`src/rtl/imem_loader_pkg.sv`:
```
// imem_loader_pkg: shared types and constants for the boot-time program loader.
//   - state_t        loader FSM states
//   - BYTE_W/WORD_W  stream byte and instruction word widths
//   - BYTES_PER_WORD bytes packed into one instruction word
//   - word_addr()    byte address of a word index relative to a base
package imem_loader_pkg;

  localparam int BYTE_W         = 8;
  localparam int WORD_W         = 32;
  localparam int BYTES_PER_WORD = 4;
  localparam int CNT_W          = $clog2(BYTES_PER_WORD);

  typedef enum logic [2:0] {
    S_LEN_HI,
    S_LEN_LO,
    S_DATA,
    S_CKSUM,
    S_DONE,
    S_ERR
  } state_t;

  // 32-bit wrap-around is intended: the base may sit near the top of the map.
  function automatic logic [31:0] word_addr(input logic [31:0] base,
                                            input logic [15:0] idx);
    return base + {14'd0, idx, 2'b00};
  endfunction

endpackage

```
`src/rtl/imem_loader_if.sv`:
```
// imem_loader_if: byte stream into the loader.
//   byte_valid_i  source presents a byte
//   byte_data_i   stream byte
//   byte_ready_o  loader can take a byte
// Handshake: a byte transfers on a rising clock edge where byte_valid_i and
// byte_ready_o are both high; neither side may make valid/ready depend
// combinationally on the other. Suffixes name direction as seen by the loader.
//   slave  modport: loader side
//   master modport: byte source side
interface imem_loader_if;
  import imem_loader_pkg::*;

  logic              byte_valid_i;
  logic [BYTE_W-1:0] byte_data_i;
  logic              byte_ready_o;

  modport slave  (input  byte_valid_i, input  byte_data_i, output byte_ready_o);
  modport master (output byte_valid_i, output byte_data_i, input  byte_ready_o);

endinterface

```
`src/rtl/imem_word_packer.sv`:
```
// imem_word_packer: packs stream bytes MSB-first into 32-bit words.
//   clk_i, rst_i   clock, asynchronous active-low reset
//   clr_i          synchronous clear of byte counter and history (frame restart)
//   shift_en_i     a data byte is being accepted this cycle
//   byte_i         the byte being accepted
//   word_o         word completed by byte_i (valid while word_done_o is high)
//   word_done_o    pulse: byte_i is the 4th byte of a word
module imem_word_packer
  import imem_loader_pkg::*;
(
  input  logic              clk_i,
  input  logic              rst_i,
  input  logic              clr_i,
  input  logic              shift_en_i,
  input  logic [BYTE_W-1:0] byte_i,
  output logic [WORD_W-1:0] word_o,
  output logic              word_done_o
);

  logic [CNT_W-1:0] cnt_q;
  // Only the three bytes preceding the current one are ever needed; the
  // fourth is taken straight from byte_i so the top can register the word
  // on the same edge that accepts its last byte.
  logic [WORD_W-BYTE_W-1:0] shift_q;

  assign word_o      = {shift_q, byte_i};
  assign word_done_o = shift_en_i && (cnt_q == CNT_W'(BYTES_PER_WORD - 1));

  always_ff @(posedge clk_i or negedge rst_i) begin
    if (!rst_i) begin
      cnt_q   <= '0;
      shift_q <= '0;
    end else if (clr_i) begin
      cnt_q   <= '0;
      shift_q <= '0;
    end else if (shift_en_i) begin
      cnt_q   <= cnt_q + CNT_W'(1);
      shift_q <= word_o[WORD_W-BYTE_W-1:0];
    end
  end

endmodule

```
`src/rtl/imem_loader.sv`:
```
// imem_loader: boot-time program loader. Receives a framed byte stream
// (LEN_HI, LEN_LO, 4*N payload bytes, XOR checksum), writes the words into
// instruction memory and releases the CPU only after a good frame.
//   clk_i, rst_i   clock, asynchronous active-low reset
//   bus            byte stream (slave side)
//   restart_i      start a new frame from S_DONE / S_ERR
//   we_o, waddr_o, wdata_o  instruction-memory write port (registered)
//   cpu_run_o      CPU reset release
//   done_o, err_o  frame accepted / frame rejected
//   state_o        current FSM state (debug)
module imem_loader
  import imem_loader_pkg::*;
#(
  parameter logic [31:0] BASE_ADDR = 32'd0,
  parameter int          DEPTH     = 256
) (
  input  logic              clk_i,
  input  logic              rst_i,
  imem_loader_if.slave      bus,
  input  logic              restart_i,
  output logic              we_o,
  output logic [31:0]       waddr_o,
  output logic [WORD_W-1:0] wdata_o,
  output logic              cpu_run_o,
  output logic              done_o,
  output logic              err_o,
  output state_t            state_o
);

  state_t            state_q;
  logic              ready_q;
  logic [BYTE_W-1:0] xor_q;
  logic [15:0]       len_q;
  logic [15:0]       word_idx_q;
  logic              we_q;
  logic [31:0]       waddr_q;
  logic [WORD_W-1:0] wdata_q;
  logic              run_q, done_q, err_q;

  logic              accept;
  logic              shift_en;
  logic              clr;
  logic [15:0]       len_n;
  logic [WORD_W-1:0] word;
  logic              word_done;

  assign accept   = bus.byte_valid_i && ready_q;
  assign shift_en = accept && (state_q == S_DATA);
  assign clr      = restart_i && ((state_q == S_DONE) || (state_q == S_ERR));
  assign len_n    = {len_q[15:8], bus.byte_data_i};

  imem_word_packer u_packer (
    .clk_i       (clk_i),
    .rst_i       (rst_i),
    .clr_i       (clr),
    .shift_en_i  (shift_en),
    .byte_i      (bus.byte_data_i),
    .word_o      (word),
    .word_done_o (word_done)
  );

  // ready_q is kept equal to "state is one of the byte-taking states"; it is
  // written explicitly on every transition into or out of S_DONE / S_ERR.
  always_ff @(posedge clk_i or negedge rst_i) begin
    if (!rst_i) begin
      state_q    <= S_LEN_HI;
      ready_q    <= 1'b0;
      xor_q      <= '0;
      len_q      <= '0;
      word_idx_q <= '0;
      we_q       <= 1'b0;
      waddr_q    <= '0;
      wdata_q    <= '0;
      run_q      <= 1'b0;
      done_q     <= 1'b0;
      err_q      <= 1'b0;
    end else begin
      we_q <= 1'b0;
      case (state_q)
        S_LEN_HI: begin
          ready_q <= 1'b1;  // first edge after reset raises ready
          if (accept) begin
            len_q[15:8] <= bus.byte_data_i;
            xor_q       <= xor_q ^ bus.byte_data_i;
            state_q     <= S_LEN_LO;
          end
        end
        S_LEN_LO: begin
          if (accept) begin
            len_q[7:0] <= bus.byte_data_i;
            xor_q      <= xor_q ^ bus.byte_data_i;
            if ({16'd0, len_n} > 32'(DEPTH)) begin
              state_q <= S_ERR;
              err_q   <= 1'b1;
              ready_q <= 1'b0;
            end else if (len_n == 16'd0) begin
              state_q <= S_CKSUM;
            end else begin
              state_q <= S_DATA;
            end
          end
        end
        S_DATA: begin
          if (accept) begin
            xor_q <= xor_q ^ bus.byte_data_i;
            if (word_done) begin
              we_q    <= 1'b1;
              waddr_q <= word_addr(BASE_ADDR, word_idx_q);
              wdata_q <= word;
              if (word_idx_q == len_q - 16'd1) state_q <= S_CKSUM;
              else word_idx_q <= word_idx_q + 16'd1;
            end
          end
        end
        S_CKSUM: begin
          if (accept) begin
            ready_q <= 1'b0;
            if (bus.byte_data_i == xor_q) begin
              state_q <= S_DONE;
              done_q  <= 1'b1;
              run_q   <= 1'b1;
            end else begin
              state_q <= S_ERR;
              err_q   <= 1'b1;
            end
          end
        end
        S_DONE, S_ERR: begin
          if (restart_i) begin
            state_q    <= S_LEN_HI;
            ready_q    <= 1'b1;
            xor_q      <= '0;
            len_q      <= '0;
            word_idx_q <= '0;
            run_q      <= 1'b0;
            done_q     <= 1'b0;
            err_q      <= 1'b0;
          end
        end
        default: begin
          state_q <= S_LEN_HI;
          ready_q <= 1'b0;
        end
      endcase
    end
  end

  assign bus.byte_ready_o = ready_q;
  assign we_o             = we_q;
  assign waddr_o          = waddr_q;
  assign wdata_o          = wdata_q;
  assign cpu_run_o        = run_q;
  assign done_o           = done_q;
  assign err_o            = err_q;
  assign state_o          = state_q;

endmodule

```
`src/flat_wrapper.sv`:
```
// flat-port wrapper written by rule: the top's interface ports become plain ports
module imem_loader_flat import imem_loader_pkg::*;
#(
  parameter logic [31:0] BASE_ADDR = 32'd0,
  parameter int          DEPTH     = 256
)
  (clk_i, rst_i, restart_i, we_o, waddr_o, wdata_o, cpu_run_o, done_o, err_o, state_o, bus_byte_valid_i, bus_byte_data_i, bus_byte_ready_o);
  imem_loader_if bus_i ();
  input  logic clk_i;
  input  logic rst_i;
  input  logic restart_i;
  output logic we_o;
  output logic [31:0] waddr_o;
  output logic [WORD_W-1:0] wdata_o;
  output logic cpu_run_o;
  output logic done_o;
  output logic err_o;
  output state_t state_o;
  input wire logic [$bits(bus_i.byte_valid_i)-1:0] bus_byte_valid_i;
  input wire logic [$bits(bus_i.byte_data_i)-1:0] bus_byte_data_i;
  output wire logic [$bits(bus_i.byte_ready_o)-1:0] bus_byte_ready_o;
  assign bus_i.byte_valid_i = bus_byte_valid_i;
  assign bus_i.byte_data_i = bus_byte_data_i;
  assign bus_byte_ready_o = bus_i.byte_ready_o;
  imem_loader #(.BASE_ADDR(BASE_ADDR), .DEPTH(DEPTH)) u_core (.clk_i(clk_i), .rst_i(rst_i), .bus(bus_i), .restart_i(restart_i), .we_o(we_o), .waddr_o(waddr_o), .wdata_o(wdata_o), .cpu_run_o(cpu_run_o), .done_o(done_o), .err_o(err_o), .state_o(state_o));
endmodule
```
`config.mk`:
```
export PLATFORM = sky130hd
export DESIGN_NAME = imem_loader_flat
export DESIGN_NICKNAME = d
export VERILOG_FILES = /design/src/rtl/imem_loader_pkg.sv /design/src/rtl/imem_loader_if.sv /design/src/rtl/imem_word_packer.sv /design/src/rtl/imem_loader.sv /design/src/flat_wrapper.sv
export SDC_FILE = /design/constraint.sdc
export NUM_CORES = 1
export LEC_CHECK = 0
export CORE_MARGIN = 4
export CORE_UTILIZATION = 25
export CTS_CLUSTER_SIZE = 16
export DETAILED_ROUTE_END_ITERATION = 16
export PLACE_DENSITY = 0.49
export SYNTH_ARGS = -nofsm -noshare
export SYNTH_HDL_FRONTEND = slang
export SYNTH_SLANG_ARGS = --single-unit
```
`constraint.sdc`:
```
create_clock -name clk_i -period 3 [get_ports clk_i]
set_input_delay 0.6 -clock clk_i [delete_from_list [all_inputs] [get_ports clk_i]]
set_output_delay 0.6 -clock clk_i [all_outputs]
set_load 0.01 [all_outputs]
```
==> results of run 1 <==
==> area by class of cell <==
type	count	area [sq um]	area share (%)
clock buffer	19	443	5.88
sequential	121	3030	40.2
timing repair buffer	91	861	11.4
clock inverter	13	190	2.52
tap	313	392	5.20
inverter	5	18.8	0.249
multi-input combinational	517	2600	34.5
==> sequential cells by signal, indices dropped and copies added, names as in the netlist <==
signal	count
u_core.state_o	3
u_core.bus.byte_ready_o	1
u_core.waddr_o	16
u_core.word_idx_q	16
u_core.done_o	1
u_core.err_o	1
u_core.len_q	16
u_core.xor_q	8
u_core.wdata_o	32
u_core.u_packer.shift_q	24
u_core.we_o	1
u_core.u_packer.cnt_q	2
==> power by group <==
| group | switching, mW | internal, mW | total, mW |
|---|---|---|---|
| registers | 0.261 | 1.84 | 2.10 |
| clock network | 0.776 | 1.42 | 2.20 |
| logic | 0.823 | 0.620 | 1.44 |
| total | 1.86 | 3.88 | 5.74 |
==> how the worst min path moves through the flow <==
stage | to | slack [ps] | cells after the start
after floorplan | u_core.bus.byte_ready_o | 300 | 0
after global placement | u_core.wdata_o[29] | 450 | 2
after detailed placement | u_core.wdata_o[30] | 460 | 2
after CTS | u_core.waddr_o[7] | 320 | 2
after global routing | u_core.len_q[2] | 330 | 2
final | u_core.len_q[1] | 230 | 2
==> synth_stat cells (2+ instances only) <==
library cell and instances:
or3_1 12, nor2b_1 3, dfrtp_1 121, clkbuf_1 32
nor2_1 14, o211ai_1 4, o21ai_0 50, a21oi_1 30
a21o_1 2, a22oi_1 2, o21ai_1 8, and2_1 2
a211o_1 3, nand4_1 9, or4_1 6, xnor2_1 11
nand3_1 11, ha_1 3, nor4_1 6, a2bb2oi_1 3
xor2_1 19, nand2b_1 7, o31ai_1 4, and3_1 3
o21a_1 3, nand2_1 252, buf_1 5, inv_1 4
mux2i_1 4, or2_2 3, a21boi_0 2, nor3_1 7
buf_4 18, and4_1 2, buf_2 4
==> kinds of logic after synthesis <==
| group | Yosys count | synth area share (%) |
|---|---|---|
| muxes | 4 | 0.679 |
| AOI/OAI and AO/OA | 119 | 11.7 |
| xor gates and xnor gates | 30 | 4.45 |
| adders and majority gates | 3 | 0.636 |
| other | 1 | 0.0636 |
| buffers and inverters | 66 | 5.58 |
| and+or+nand+nor | 345 | 25.6 |
| DFF | 121 | 51.3 |
==> per-stage QoR <==
step | cells | setup slack [ps] | utilization [%] | area (sq um) | power (mW)
final | 1079 | 160 | 32.9 | 7530 | 5.74
after detailed placement | 1047 | 201 | 30.1 | 6900 | 3.58
after floorplan | 704 | 302 | - | 5960 | 3.11
after global routing | 1079 | 7.64 | 32.9 | 7530 | 6.10
after global placement | 1047 | 224 | 30.1 | 6900 | 3.58
after CTS | 1079 | 195 | 32.9 | 7530 | 5.82
==> per-layer routing <==
layer	share of wire (%)	track usage, %	wire (um)	vias to the layer above
met5	0.071	0	11	-
met4	1.4	4.61	217	2
met3	4.2	3.47	653	18
met2	45	18.6	6870	83
met1	50	16.5	7670	2240
li1	-	-	-	2391
==> impl_metrics.yaml, run 1 <==
outcome:
  status: "finished clean"
critical_path:
  worst_setup_path_end_kind: "flip-flop"
  startpoint: "u_core.len_q[0]"
  cp_common_cell: "or4_1"
  cp_data_arrival_time_ps: 3170
  r2r_setup_slack_ps: 160
  rr_worst_depth: 10
  crit_type: "reg2reg"
  cp_cell_sequence: "inv_1 > ha_1 > nor2b_1 > buf_4 > nand4_1 > or4_1 > a22oi_1 > and4_4 > or4_1 > mux2i_1"
  slowest_stage: "or4_1"
  startpoint_type: "flip-flop"
  max_stage_delay_ps: 500
  cp.depth: 10
  endpoint: "u_core.word_idx_q[6]"
  worstPathRequired_ps: 3330
  worstPathBufferInverterCount: 2
  worstPathMaxFanout: 30
  crit_family: "simple AND/OR/NAND/NOR gates"
  r2r-start: "u_core.len_q[0]"
  reg2reg_to: "u_core.word_idx_q[6]"
cells_and_area:
  drive_gt1_share_pct: 8.62
  final_nets: 768
  n_antenna_cell: 0
  fillers: 2417
  layout.cells.most_common_list: "nand2_1, dfrtp_1, clkdlybuf4s50_1, o21ai_0, a21oi_1"
  final_common_cell: "nand2_1"
  area_growth_pct: 27.7
floorplan:
  die_area_sq_mm: 0.0261
  rows: 55
  die_x_um: 162
  io_pins: 84
  die_h_um: 162
  coreArea_sq_mm: 0.0229
  start_util_pct: 25.7
synthesis:
  async_flop_share_pct: 100
  synth_cell_type_count: 55
  syn_area_per_cell_sq_um: 8.56
  netlist_instances: 689
  synth_top_cell_area_share_pct: 51.3
  ys_top_cells_by_area: "dfrtp_1, nand2_1, o21ai_0, xor2_1, a21oi_1"
  synthFlopType: "dfrtp_1"
  ys_ff_latch: 121
  synth_top_area_cell: "dfrtp_1"
  synth_edf_count: 0
  yosysSeqAreaShare_pct: 51.3
  synth_area_sq_mm: 0.00590
  ys_warn_count: 0
clocking:
  htreeDepth: 4
  cts.repair.resized: 0
  clockBufferDepth: 2
  cts_tree: "built"
  path_clk_slew_ps: 50
  numCtsBuffers: 17
  cts_sinks: 121
  postCtsHoldBufs: 0
  post-cts-setup-buffers: 0
  clkLatencyLatePin_ps: 420
  cts-root-buf: "clkbuf_16"
placement:
  gp_congestion: 0.799
  dp_hpwl_mm: 10.6
  port-buffer-count: 67
sta:
  slew_violations: 0
  slew_headroom_pct: 50.6
  finalSetupViolCount: 0
  max_freq_ghz: 0.352
  skew_ps: 10.6
  setup_tns_ps: 0
  fin_crit_ps: 2840
  post-route-period-util_pct: 94.7
  tightest_slew_ps: 741
  grt_setup_unrepaired: "no"
  hold_violations: 0
  holdWs_ps: 230
global_route:
  grt-ovfl-total: 0
  grt_max_degree: 122
  grt_pass1_wl_mm: 25.3
  grt_usage_pct: 12.2
  first_global_vias: 4674
  antenna_found_initial: 1
drt:
  drtIter0Drc: 276
  ant_nets: 0
  via_per_inst: 4.39
  finalWirelength_mm: 15.4
  firstDrtPassIters: 4
  avgRoutedWirePerCell_um: 14.3
  num_vias: 4734
  drc: 0
worst_hold_path:
  worstHoldPathType: "in2async"
pwr:
  leakage_nw: 3.46
  irDropWorstVdd_mv: 0.305
  p_per_area_mw_per_mm2: 762
run:
  maxCapViolCount: 0
No activity file was read; power rests on OpenSTA's default activity.
==> run 2, diff against run 1 <==
--- a/config.mk
+++ b/config.mk
@@ -5,11 +5,14 @@
 export SDC_FILE = /design/constraint.sdc
 export NUM_CORES = 1
 export LEC_CHECK = 0
+export CELL_PAD_IN_SITES_DETAIL_PLACEMENT = 0
+export CELL_PAD_IN_SITES_GLOBAL_PLACEMENT = 1
 export CORE_MARGIN = 4
 export CORE_UTILIZATION = 25
 export CTS_CLUSTER_SIZE = 16
 export DETAILED_ROUTE_END_ITERATION = 16
-export PLACE_DENSITY = 0.49
+export PLACE_DENSITY = 0.59
+export SKIP_CTS_REPAIR_TIMING = 1
 export SYNTH_ARGS = -nofsm -noshare
 export SYNTH_HDL_FRONTEND = slang
 export SYNTH_SLANG_ARGS = --single-unit
==> run 2 against run 1 <==
Non-clock buffer count rose by 6. Register-to-register slack better by 70 ps. Sequential power up 2%. Flip-flop and latch count is the same. Critical path depth decreased by 2. Clock skew increased by 11 ps. Critical endpoint is now u_core.word_idx_q[7]. Design area increased by 0.45%. Clock-buffer cell count fell by 1. Largest power group is now registers. Combinational power barely moved. Cell count is 0.65% higher. Wire length rose by 4.5%. Die area unchanged.
==> impl_metrics.yaml, run 2 (synthesis results as in run 1) <==
placement:
  port-buffer-count: 67
  dp.cells: 1050
  gp_congestion: 0.786
  dp_hpwl_mm: 11.1
drt:
  via_per_inst: 4.43
  num_vias: 4812
  firstDrtPassIters: 6
  ant_nets: 0
  drtIter0Drc: 294
  finalWirelength_mm: 16.1
  avgRoutedWirePerCell_um: 14.8
  drc: 0
floorplan:
  rows: 55
  start_util_pct: 25.7
  io_pins: 84
  die_h_um: 162
  coreArea_sq_mm: 0.0229
  die_area_sq_mm: 0.0261
  die_x_um: 162
clocking:
  cts-root-buf: "clkbuf_16"
  clockBufferDepth: 2
  cts_sinks: 121
  clkLatencyLatePin_ps: 420
  path_clk_slew_ps: 60
  numCtsBuffers: 17
  htreeDepth: 4
  cts_tree: "built"
cells_and_area:
  largest_register_ffs: 32
  stdcell_count: 1086
  layout.cells.most_common_list: "nand2_1, dfrtp_1, clkdlybuf4s50_1, o21ai_0, a21oi_1"
  final_nets: 775
  drive_gt1_share_pct: 9.70
  post-route-util_pct: 33.0
  area_growth_pct: 28.3
  n_antenna_cell: 0
  final_common_cell: "nand2_1"
sta:
  finalSetupViolCount: 0
  fin_crit_ps: 2770
  grt_setup_unrepaired: "no"
  skew_ps: 21.9
  slew_headroom_pct: 57.9
  max_freq_ghz: 0.361
  hold_violations: 0
  setup_tns_ps: 0
  post-route-period-util_pct: 92.4
  tightest_slew_ps: 630
  slew_violations: 0
critical_path:
  r2r_setup_slack_ps: 230
  r2r-start: "u_core.len_q[11]"
  worst_setup_path_end_kind: "flip-flop"
  max_stage_delay_ps: 560
  startpoint_type: "flip-flop"
  slowest_stage: "or4_4"
  rr_worst_depth: 8
  crit_family: "simple AND/OR/NAND/NOR gates"
  cp_common_cell: "a2bb2oi_1"
  reg2reg_to: "u_core.word_idx_q[7]"
  worstPathBufferInverterCount: 1
  worstPathRequired_ps: 3350
  worstPathMaxFanout: 5
  cp_data_arrival_time_ps: 3120
  cp_cell_sequence: "or4_4 > or3_4 > a2bb2oi_1 > a2bb2oi_1 > and4_4 > buf_4 > or4_1 > a21oi_1"
  crit_type: "reg2reg"
worst_hold_path:
  worstHoldPathType: "in2async"
global_route:
  grt_pass1_wl_mm: 26.6
  first_global_vias: 4738
  grt_usage_pct: 12.8
  antenna_found_initial: 0
  grt_max_degree: 54
  grt-ovfl-total: 0
pwr:
  p_per_area_mw_per_mm2: 741
  leakage_nw: 3.47
  irDropWorstVdd_mv: 0.265
run:
  maxCapViolCount: 0
outcome:
  status: "finished clean"
==> run 2: final cells by class <==
class | instances | area (sq um)
Tap cell | 313 | 392
Timing Repair Buffer | 97 | 918
Fill cell | 2396 | 15300
Clock inverter | 14 | 141
Sequential cell | 121 | 3030
Multi-Input combinational cell | 518 | 2630
Inverter | 5 | 18.8
Clock buffer | 18 | 439
==> run 2: through the flow <==
step | setup slack, ps | hold WS, ps | total power [mW] | area, sq um
3_3_place_gp | 222 | 455 | 3.60 | 6920
5_1_grt | 53.9 | 151 | 6.00 | 7570
4_1_cts | 142 | 142 | 5.64 | 7500
6_report | 228 | 124 | 5.61 | 7570
2_1_floorplan | 302 | 304 | 3.11 | 5960
3_5_place_dp | 183 | 460 | 3.61 | 6920
==> run 2: where the power goes <==
group,internal (mW),switching [mW]
registers,1.84,0.296
logic,0.628,0.843
clock network,1.18,0.822
total,3.65,1.96
==> run 2: how the worst max path moves through the flow <==
stage	startpoint	end	slack [ps]	depth (start not counted)
finish	u_core.len_q[11]	u_core.word_idx_q[7]	230	8
global route	u_core.len_q[0]	u_core.word_idx_q[1]	50	11
CTS	u_core.len_q[0]	u_core.word_idx_q[6]	140	10
detailed placement	bus_byte_valid_i	u_core.word_idx_q[7]	180	10
global placement	bus_byte_valid_i	u_core.word_idx_q[7]	220	10
floorplan	u_core.len_q[0]	u_core.word_idx_q[2]	300	12
==> run 2: metal layers <==
layer,GRT usage (%),vias up,share of wire [%]
met5,0,-,0
met4,3.46,0,0.63
met3,3.04,4,4.6
met2,18.2,83,43
li1,-,2419,-
met1,19.3,2306,51
==> run 3, diff against run 2 <==
--- a/config.mk
+++ b/config.mk
@@ -8,10 +8,10 @@
 export CELL_PAD_IN_SITES_DETAIL_PLACEMENT = 0
 export CELL_PAD_IN_SITES_GLOBAL_PLACEMENT = 1
 export CORE_MARGIN = 4
-export CORE_UTILIZATION = 25
+export CORE_UTILIZATION = 35
 export CTS_CLUSTER_SIZE = 16
 export DETAILED_ROUTE_END_ITERATION = 16
-export PLACE_DENSITY = 0.59
+export PLACE_DENSITY = 0.76
 export SKIP_CTS_REPAIR_TIMING = 1
 export SYNTH_ARGS = -nofsm -noshare
 export SYNTH_HDL_FRONTEND = slang
==> run 3 against run 2 <==
Cell count shrank 9.6%. Worst hold slack improved by 140 ps. Sequential power hardly changed. Worst setup slack worse by 30 ps. Largest power group unchanged. Via count grew 1.5%. Critical path type unchanged. Maximum frequency decreased by 1.1%. Total power is 2.4% lower. First-iteration DRC count increased by 17%. Clock-buffer cell count grew 6. Global-route usage increased by 3.1 points. Utilization grew 11 points. Critical path depth is 1 higher.
==> impl_metrics.yaml, run 3 (synthesis results as in run 1) <==
global_route:
  grt_usage_pct: 15.9
  grt_pass1_wl_mm: 24.0
  first_global_vias: 4767
  antenna_found_initial: 0
  grt_max_degree: 57
  grt-ovfl-total: 0
cells_and_area:
  area_growth_pct: 24.3
  drive_gt1_share_pct: 8.14
  final_common_cell: "nand2_1"
  stdcell_count: 982
  largest_register_ffs: 32
  final_nets: 765
  layout.cells.most_common_list: "nand2_1, dfrtp_1, clkdlybuf4s50_1, o21ai_0, a21oi_1"
  n_antenna_cell: 0
  post-route-util_pct: 44.4
  fillers: 1650
sta:
  tightest_slew_ps: 756
  skew_ps: 6.25
  post-route-period-util_pct: 93.4
  hold_violations: 0
  max_freq_ghz: 0.357
  slew_violations: 0
  grt_setup_unrepaired: "no"
  finalSetupViolCount: 0
  slew_headroom_pct: 49.4
  setup_tns_ps: 0
  holdWs_ps: 261
  fin_crit_ps: 2800
  worst_slack_ps: 198
floorplan:
  coreArea_sq_mm: 0.0165
  die_area_sq_mm: 0.0190
  rows: 47
  die_x_um: 138
  io_pins: 84
  start_util_pct: 35.7
  die_h_um: 138
clocking:
  clockBufferDepth: 2
  htreeDepth: 4
  cts_tree: "built"
  cts_sinks: 121
  cts-root-buf: "clkbuf_16"
  clkLatencyLatePin_ps: 400
  numCtsBuffers: 17
  path_clk_slew_ps: 50
drt:
  via_per_inst: 4.97
  ant_nets: 0
  drtIter0Drc: 343
  finalWirelength_mm: 14.5
  num_vias: 4882
  avgRoutedWirePerCell_um: 14.8
  drc: 0
  firstDrtPassIters: 5
worst_hold_path:
  worstHoldPathType: "in2async"
pwr:
  irDropWorstVdd_mv: 0.422
  leakage_nw: 3.43
  p_per_area_mw_per_mm2: 747
critical_path:
  rr_worst_depth: 9
  worstPathRequired_ps: 3330
  worst_setup_path_end_kind: "flip-flop"
  startpoint_type: "flip-flop"
  r2r_setup_slack_ps: 200
  crit_type: "reg2reg"
  r2r-start: "u_core.len_q[0]"
  worstPathMaxFanout: 30
  reg2reg_to: "u_core.word_idx_q[6]"
  cp_data_arrival_time_ps: 3130
run:
  maxCapViolCount: 0
placement:
  dp.cells: 951
  port-buffer-count: 67
  dp_worst_setup_slack_ps: 92.7
  gp_congestion: 0.814
  dp_hpwl_mm: 10.4
outcome:
  status: "finished clean"
[run 3: routing by layer]
| layer | part of all wire, % | track usage, % | vias up |
|---|---|---|---|
| li1 | - | - | 2388 |
| met1 | 49 | 22.8 | 2339 |
| met2 | 44 | 23.7 | 130 |
| met3 | 4.6 | 3.14 | 25 |
| met4 | 1.9 | 6.15 | 0 |
| met5 | 0 | 0 | - |
[run 3: critical path, cell delays in order, from the launching register on]
cell	delay [ps]
dfrtp_1	450
inv_1	90
ha_1	220
nor2b_2	300
nand4_1	170
or4_1	490
a22oi_1	200
and4_4	450
or4_1	180
mux2i_1	170
[run 3: how the worst max path moves through the flow]
stage	startpoint	endpoint	cells past startpoint
detailed placement	u_core.len_q[0]	u_core.word_idx_q[6]	9
global placement	u_core.len_q[0]	u_core.word_idx_q[6]	9
finish	u_core.len_q[0]	u_core.word_idx_q[6]	9
CTS	u_core.len_q[0]	u_core.word_idx_q[6]	9
floorplan	u_core.len_q[0]	u_core.word_idx_q[2]	12
global route	u_core.len_q[0]	u_core.word_idx_q[6]	9
[run 3: power breakdown]
part / total [mW] / leakage, nW / switching (mW) / internal (mW)
registers: 2.14 / 1.65 / 0.295 / 1.84
logic: 1.40 / 1.49 / 0.807 / 0.593
clock network: 1.94 / 0.282 / 0.700 / 1.24
[run 3: area by class of cell]
class / instances / area (sq um) / share of cell area (%)
timing repair buffer: 88 / 838 / 11.4
multi-input combinational: 517 / 2610 / 35.5
sequential: 121 / 3030 / 41.3
tap: 220 / 275 / 3.75
clock buffer: 24 / 502 / 6.84
clock inverter: 7 / 66.3 / 0.904
inverter: 5 / 18.8 / 0.256
[run 3: stage by stage]
step	total power, mW	area (sq um)
6_report	5.48	7330
5_1_grt	5.82	7330
3_5_place_dp	3.56	6760
4_1_cts	5.51	7330
2_1_floorplan	3.11	5960
3_3_place_gp	3.50	6760
